$ cat src/rtl/gcd_pkg.sv
// Shared definitions for the GCD job sequencer: state encoding and default sizing constants.
package gcd_pkg;

    localparam int unsigned GCD_W           = 8;
    localparam int unsigned GCD_TIMEOUT_CYC = 1024;

    typedef enum logic [2:0] {
        IDLE,
        CLR,
        LOAD_A,
        LOAD_B,
        RUN,
        BYP,
        RESP
    } gcd_state_t;

endpackage

$ cat src/rtl/gcd_job_sequencer.sv
// Job front end for the GCD core: clears the core, loads A then B, waits for done, returns the result.
// Optional RUN watchdog enabled by defining GCD_TIMEOUT_EN.
module gcd_job_sequencer
    import gcd_pkg::*;
#(
    parameter int unsigned W           = GCD_W,
    parameter int unsigned TIMEOUT_CYC = GCD_TIMEOUT_CYC
) (
    input  logic         clk,
    input  logic         rst_n,
    input  logic         in_valid,
    output logic         in_ready,
    input  logic [W-1:0] in_a,
    input  logic [W-1:0] in_b,
    output logic         core_rst_n,
    output logic         core_start,
    output logic [W-1:0] core_data_in,
    input  logic         core_done,
    input  logic [W-1:0] core_result,
    output logic         out_valid,
    input  logic         out_ready,
    output logic [W-1:0] out_gcd,
    output logic         out_err
);

    gcd_state_t   state, state_next;
    logic [W-1:0] a_q, b_q;
    logic [W-1:0] gcd_next;
    logic         err_next;
    logic         timeout_hit;

`ifdef GCD_TIMEOUT_EN
    localparam int unsigned CW = $clog2(TIMEOUT_CYC + 1);
    logic [CW-1:0] run_cnt;

    always_ff @(posedge clk or negedge rst_n) begin
        if (!rst_n) begin
            run_cnt <= '0;
        end else if (state == LOAD_A) begin
            run_cnt <= '0;
        end else if (state == RUN) begin
            run_cnt <= run_cnt + 1'b1;
        end
    end

    // Fires on the RUN cycle whose increment would reach TIMEOUT_CYC.
    assign timeout_hit = (run_cnt == CW'(TIMEOUT_CYC - 1));
`else
    assign timeout_hit = 1'b0;
`endif

    always_ff @(posedge clk or negedge rst_n) begin
        if (!rst_n) begin
            state <= IDLE;
        end else begin
            state <= state_next;
        end
    end

    always_comb begin
        state_next = state;
        gcd_next   = out_gcd;
        err_next   = out_err;
        case (state)
            IDLE: begin
                if (in_valid) begin
                    state_next = ((in_a == '0) || (in_b == '0)) ? BYP : CLR;
                end
            end
            CLR:    state_next = LOAD_A;
            LOAD_A: state_next = LOAD_B;
            LOAD_B: state_next = RUN;
            RUN: begin
                if (core_done) begin
                    state_next = RESP;
                    gcd_next   = core_result;
                    err_next   = 1'b0;
                end else if (timeout_hit) begin
                    state_next = RESP;
                    gcd_next   = '0;
                    err_next   = 1'b1;
                end
            end
            BYP: begin
                state_next = RESP;
                gcd_next   = a_q | b_q;
                err_next   = (a_q == '0) && (b_q == '0);
            end
            RESP: begin
                if (out_ready) begin
                    state_next = IDLE;
                end
            end
            default: state_next = IDLE;
        endcase
    end

    always_ff @(posedge clk or negedge rst_n) begin
        if (!rst_n) begin
            a_q <= '0;
            b_q <= '0;
        end else if ((state == IDLE) && in_valid) begin
            a_q <= in_a;
            b_q <= in_b;
        end
    end

    // Outputs are registered from the next state so they line up with the state they describe.
    always_ff @(posedge clk or negedge rst_n) begin
        if (!rst_n) begin
            in_ready     <= 1'b1;
            core_rst_n   <= 1'b0;
            core_start   <= 1'b0;
            core_data_in <= '0;
            out_valid    <= 1'b0;
            out_gcd      <= '0;
            out_err      <= 1'b0;
        end else begin
            in_ready     <= (state_next == IDLE);
            core_rst_n   <= (state_next == LOAD_A) || (state_next == LOAD_B) || (state_next == RUN);
            core_start   <= (state_next == LOAD_A);
            core_data_in <= (state_next == LOAD_A) ? a_q :
                            (state_next == LOAD_B) ? b_q : '0;
            out_valid    <= (state_next == RESP);
            out_gcd      <= gcd_next;
            out_err      <= err_next;
        end
    end

endmodule

$ cat config.mk
export PLATFORM = sky130hd
export DESIGN_NAME = gcd_job_sequencer
export DESIGN_NICKNAME = d
export VERILOG_FILES = /design/src/rtl/gcd_pkg.sv /design/src/rtl/gcd_job_sequencer.sv
export SDC_FILE = /design/constraint.sdc
export NUM_CORES = 1
export LEC_CHECK = 0
export ABC_AREA = 0
export CORE_UTILIZATION = 50
export DETAILED_ROUTE_END_ITERATION = 10
export GPL_ROUTABILITY_DRIVEN = 0
export MAX_ROUTING_LAYER = met4
export PLACE_DENSITY = 0.93
export SETUP_SLACK_MARGIN = 0.05
export SYNTH_ARGS = -nofsm -noshare
export SYNTH_HDL_FRONTEND = slang
export SYNTH_SLANG_ARGS = --single-unit
$ cat constraint.sdc
create_clock -name clk -period 2.9 [get_ports clk]
set_clock_uncertainty 0.2 [all_clocks]
set_input_delay 0.58 -clock clk [delete_from_list [all_inputs] [get_ports clk]]
set_output_delay 0.58 -clock clk [all_outputs]
set_load 0.01 [all_outputs]
==> run_results.csv, run 1 <==
group,metric,value,unit
floorplanning,die_w,61.44,um
placed_design,port_buffers,49,
power,p_leak,0.9576,nW
timing,finalHoldViolations,0,
clocking,clkSlewWorstSetupHoldPaths,0.10,ns
cells_and_area,commonest_cells_after_routing_fill_and_taps_aside,"clkdlybuf4s50_1 (48), dfrtp_1 (39), nor2_1 (14)",
logic_synthesis,synth_cells,145,
status,status,"finished clean",
critical_path,critPathRequiredTime,2.12,ns
global_route,antenna_found_initial,0,
critical_path,criticalPathCategory,"register to primary output",
timing,post-route-period-util,74.54,%
clocking,cts_root_buffer,"clkbuf_4",
drt,drt_iter0_drc,34,
power,cell_internal_pwr,1.454,mW
placed_design,detailedPlacementHpwl,2769,um
timing,achievable-frequency,462.6,MHz
drt,post_drt_via_cell_ratio,5.488,
logic_synthesis,synth.yosys.seq_area_share,56.73,%
timing,clock_period_minus_final_worst_setup_slack,2.162,ns
drt,route.final.wire_length,3753,um
clocking,cts_hold_buf,0,
timing,finalSetupViolCount,0,
power,p_switching,0.7777,mW
drt,antenna_left,0,
critical_path,critPathMaxStageDelay,0.53,ns
job,cap_violations,0,
floorplanning,row_count,21,
cells_and_area,stdcell_count,240,
global_route,gr-usage-all-layers,23.53,%
logic_synthesis,post_synth_num_cell_types,30,
logic_synthesis,yosys_register_bits,40,
critical_path,r2r_slack,0.84,ns
power,power_frac_clock,12.6,%
critical_path,worst_path_max_delay_cell,"dfstp_2",
clocking,clock-sinks,40,
clocking,cts_resized,0,
global_route,global_route_wire_length_before_repair,6023,um
logic_synthesis,synth-warning-count,0,
global_route,pin_count_of_the_biggest_net_entering_global_routing,41,
floorplanning,pin_count,50,
power,pwr_density_cell,965.7,nW/um2
power,vdd_ir_drop_max,0.0005729,V
timing,timing.final.max_slew_violations,0,
critical_path,critical_path_buf_inv_count,1,
timing,grt_setup_unrepaired,"false",
clocking,post_cts_setup_buffer_count,0,
clocking,clock_tree.htree_level_count,2,
logic_synthesis,syn-mean-instance-area,12.18,um2
clocking,cts_max_path_buffers,2,
global_route,grt_overflow_total,0,
hold_path,worst_hold_path_type,"primary input to asynchronous set/reset pin",
drt,routedWlPerCell,15.64,um
cells_and_area,area_growth,30.81,%
drt,detail_route.first_pass.iterations,5,
drt,drc_errors,0,
timing,worst-slew-pin-transition,0.8594,ns
floorplanning,core,3363,um2
floorplanning,die-area,3775,um2
logic_synthesis,postSynth.asyncResetShare,100.0,%
cells_and_area,num_antenna_cells,0,
cells_and_area,design.final.nets,222,
logic_synthesis,synth_nets,174,
logic_synthesis,syn-cell-area,1767,um2
cells_and_area,mostFrequentLayoutCell,"clkdlybuf4s50_1",
global_route,first_global_vias,1310,
placed_design,placedCellCount,232,
cells_and_area,post_route_cells_drive_above_1_share,13.40,%
clocking,clock_insertion_delay_worst_skew,0.33,ns
critical_path,critPathArrivalTime,1.38,ns
power,seq_power_share,47.1,%
floorplanning,floorplan.initialDensity,52.53,%
cells_and_area,postLayoutCoreUtil,68.71,%
critical_path,worstPathMaxFanout,1,
logic_synthesis,edff_count_synth,0,
power,power.share.combinational,40.3,%
drt,detailroute.via_count,1317,
critical_path,end_kind,"primary output",
clocking,cts_tree,"yes",
logic_synthesis,postSynth.topFlopCell,"dfrtp_1",
power,switching_share,34.85,%
critical_path,critical_path.cell_chain,"clkdlybuf4s50_1",
clocking,cts_buf_count,5,
timing,timing.slew.headroom,42.71,%
critical_path,worstSetupStartpointType,"register",
timing,finalSetupTns,0,ns
floorplanning,die_height,61.44,um
critical_path,timing.critical_path.max_delay_family,"flip-flops",
## stage by stage
| step | hold slack (ns) | setup WS [ns] | power, mW | instance area (um2) |
|---|---|---|---|---|
| 2_1_floorplan | 0.08441 | 1.080 | 1.608 | 1767 |
| 3_3_place_gp | 0.2877 | 0.6618 | 1.886 | 2252 |
| 3_5_place_dp | 0.3014 | 0.5804 | 1.955 | 2252 |
| 4_1_cts | 0.1512 | 0.7111 | 2.243 | 2311 |
| 5_1_grt | 0.1854 | 0.6705 | 2.392 | 2311 |
| 6_report | 0.1450 | 0.7383 | 2.232 | 2311 |
## cells by family (layout without fill, tap and decap cells)
kind of cell	Yosys count	count (layout)	synth area share (%)
AOI/OAI and AO/OA	24	24	8.783
and+or+nand+nor	48	48	14.52
muxes	23	23	16.08
DFF	40	40	56.73
buffers and inverters	10	59	3.895
## final timing paths
| path | depth (start not counted) | to | start |
|---|---|---|---|
| setup reg to reg | 4 | out_gcd[7] | state[1] |
| hold reg to reg | 2 | out_err | out_err |
| min in group clk | 2 | out_err | out_err |
| setup / recovery | 1 | in_ready | in_ready |
| max in group asynchronous | 1 | core_data_in[4] | rst_n |
| hold / removal | 1 | state[0] | rst_n |
## state kept, by name (all words and copies together) (netlist names)
name / cells
a_q: 8
state: 3
out_err: 1
out_valid: 1
core_data_in: 8
b_q: 8
core_rst_n: 1
core_start: 1
out_gcd: 8
in_ready: 1
## final cells by class
| class | instances | area [um2] |
|---|---|---|
| fill | 268 | 1052 |
| inverter | 1 | 3.754 |
| sequential | 40 | 1002 |
| multi-input combinational | 95 | 695.7 |
| timing repair buffer | 50 | 493.0 |
| tap | 46 | 57.56 |
| clock buffer | 8 | 58.81 |
## layer usage
| metal | vias to the layer above | global-route usage, % | share of wire, % |
|---|---|---|---|
| met5 | - | - | 0 |
| met4 | 0 | 11.75 | 2.2 |
| met2 | 51 | 36.80 | 51 |
| met3 | 9 | 5.672 | 4.1 |
| met1 | 638 | 28.57 | 43 |
| li1 | 619 | - | - |
## power groups by stage
| stage | sequential, mW | clock, mW | combinational, mW |
|---|---|---|---|
| after floorplan | 1.00 | 0 | 0.606 |
| after global placement | 1.03 | 0 | 0.853 |
| after detailed placement | 1.06 | 0 | 0.898 |
| after CTS | 1.05 | 0.292 | 0.905 |
| after global routing | 1.09 | 0.321 | 0.982 |
| final | 1.05 | 0.281 | 0.900 |
## Yosys cell counts (2+ instances only)
master    number  area, um2
nand2_1        8      30.03
buf_2          4      20.02
mux2i_1        7      70.07
a21oi_1        8      40.04
o21ai_0        3      15.01
dfrtp_1       39      975.9
nor4_1         7      43.79
and2b_1        2      15.01
nor3_1         9      45.04
nor2_1        14      52.55
mux2_4         9      135.1
mux2_2         7      78.83
buf_6          2      22.52
a22oi_1        8      60.06
nor2b_1        2      12.51
clkbuf_1       2      7.510
No activity file was read; power rests on OpenSTA's default activity.
==> run 2: changes to the inputs <==
Settings changed: CORE_UTILIZATION 50 to 42, PLACE_DENSITY 0.93 to 0.85.
Clock period 2.9 ns to 1.85 ns, I/O delays scaled along.
==> run 2 against run 1 <==
  * Combinational power increased by 70%
  * First-iteration DRC count rose by 85%
  * Worst hold slack better by 0.16 ns
  * Utilization shrank 8.2 points
  * Non-clock buffer count increased by 8
  * Wire length shrank 9.2%
  * Power up 65%
  * Setup slack got worse by 0.64 ns
  * Clock power grew 100%
  * Critical path depth did not move
  * Die area is 18% higher
  * Count of clock-buffer cells in the layout unchanged
  * Largest cell class unchanged
  * Highest routed layer unchanged
==> run_results.csv, run 2 (same netlist as run 1, synthesis figures left out) <==
group,metric,value,unit
status,status,"finished clean",
global_route,global_route_wire_length_before_repair,5340,um
global_route,grt_overflow_total,0,
cells_and_area,mostFrequentLayoutCell,"clkdlybuf4s50_1",
power,pwr_density_cell,1512,nW/um2
critical_path,worst_path_max_delay_cell,"clkdlybuf4s50_1",
clocking,clkSlewWorstSetupHoldPaths,0.07,ns
clocking,cts_max_path_buffers,2,
global_route,first_global_vias,1211,
timing,timing.final.max_slew_violations,0,
drt,drc_errors,0,
job,cap_violations,0,
floorplanning,die_height,66.86,um
clocking,cts_buf_count,5,
floorplanning,row_count,23,
critical_path,criticalPathCategory,"register to primary output",
timing,finalHoldViolations,0,
drt,detail_route.first_pass.iterations,5,
drt,antenna_left,0,
placed_design,dpl_cell_area,2335,um2
cells_and_area,final_area,2439,um2
cells_and_area,post_route_cells_drive_above_1_share,16.83,%
clocking,cts_tree,"yes",
cells_and_area,design.final.nets,230,
global_route,pin_count_of_the_biggest_net_entering_global_routing,24,
floorplanning,pin_count,50,
cells_and_area,multiInputGateArea,700.7,um2
clocking,post_cts_setup_buffer_count,0,
drt,drt_iter0_drc,63,
drt,route.final.wire_length,3408,um
cells_and_area,num_antenna_cells,0,
power,vdd_ir_drop_max,0.0004834,V
timing,clock_period_minus_final_worst_setup_slack,1.751,ns
global_route,antenna_found_initial,0,
clocking,clock-sinks,40,
timing,post-route-period-util,94.65,%
cells_and_area,storage_element_area,1002,um2
timing,finalSetupViolCount,0,
critical_path,critPathRequiredTime,1.28,ns
clocking,cts_root_buffer,"clkbuf_8",
critical_path,end_kind,"primary output",
drt,routedWlPerCell,13.52,um
timing,timing.slew.headroom,73.19,%
critical_path,timing.critical_path.max_delay_family,"buffers and inverters",
drt,post_drt_via_cell_ratio,5.190,
floorplanning,die-area,4470,um2
placed_design,port_buffers,49,
timing,grt_setup_unrepaired,"false",
floorplanning,floorplan.initialDensity,43.85,%
critical_path,worstPathMaxFanout,2,
clocking,clock_tree.htree_level_count,2,
timing,achievable-frequency,571.1,MHz
cells_and_area,n_fill_cell,328,
floorplanning,die_w,66.86,um
placed_design,detailedPlacementHpwl,2624,um
power,p_leak,1.018,nW
timing,worst-slew-pin-transition,0.4021,ns
critical_path,critPathMaxStageDelay,0.54,ns
cells_and_area,commonest_cells_after_routing_fill_and_taps_aside,"clkdlybuf4s50_1 (47), dfrtp_1 (39), nor2_1 (14)",
power,fin_total_pwr,3.686,mW
hold_path,worst_hold_path_type,"register to register",
floorplanning,core,4029,um2
clocking,clock_insertion_delay_worst_skew,0.28,ns
global_route,gr-usage-all-layers,16.64,%
critical_path,critPathArrivalTime,1.18,ns
cells_and_area,area_growth,38.03,%
critical_path,critical_path_buf_inv_count,1,
critical_path,worstSetupStartpointType,"register",
drt,detailroute.via_count,1308,
critical_path,critical_path.cell_chain,"clkdlybuf4s50_1",
run 2: cell count changes in the layout (fill, tap and decap cells not counted):
cell,change
buf_4,+5
clkbuf_4,-5
clkbuf_8,+5
buf_12,+2
and3_1,-1
and3_4,+1
clkdlybuf4s50_1,-1
dlygate4sd2_1,+1
dlygate4sd3_1,+1
run 2: cell type report:
| class | instances | area share (%) |
|---|---|---|
| Clock buffer | 8 | 3.694 |
| Inverter | 1 | 0.1539 |
| Multi-Input combinational cell | 95 | 28.73 |
| Sequential cell | 40 | 41.10 |
| Tap cell | 50 | 2.565 |
| Timing Repair Buffer | 58 | 23.76 |
run 2: through the flow:
step / TNS, ns / setup slack [ns] / util (%) / hold slack (ns) / cells
4_1_cts: 0 / 0.09345 / 60.43 / 0.3062 / 252
6_report: 0 / 0.09890 / 60.53 / 0.3020 / 252
3_5_place_dp: -3.321 / -0.1809 / 57.95 / 0.1188 / 243
3_3_place_gp: -2.586 / -0.1312 / 57.95 / 0.1125 / 243
2_1_floorplan: 0 / 0.04228 / - / -0.1256 / 145
5_1_grt: 0 / 0.05878 / 60.53 / 0.3275 / 252
run 2: power by group:
part / switching, mW / internal (mW) / leakage (nW)
logic: 0.612 / 0.918 / 0.490
registers: 0.324 / 1.26 / 0.482
clock network: 0.267 / 0.304 / 0.0455
run 2: timing repair:
item	in CTS	in global routing
endpoints found under the hold margin	17	0
gates resized for setup	2	1
endpoints found under the setup margin	6	1
hold buffers	1	0
run 2: metal layers:
layer / global-route usage, % / wire [um] / vias up
met2: 25.63 / 1521 / 59
met4: 6.383 / 37 / 0
li1: - / - / 635
met1: 21.68 / 1619 / 610
met5: - / 0 / -
met3: 3.253 / 229 / 4
run 2: final timing paths:
| kind | start | endpoint | slack (ns) | cells after the start |
|---|---|---|---|---|
| max | out_gcd[5] | out_gcd[5] | 0.1 | 1 |
| min | out_err | out_err | 0.30 | 2 |
| max reg2reg | state[1] | b_q[1] | 0.14 | 3 |
| min reg2reg | out_err | out_err | 0.30 | 2 |
| max in group asynchronous | rst_n | in_ready | 0.58 | 3 |
| min in group asynchronous | rst_n | out_gcd[7] | 0.34 | 2 |
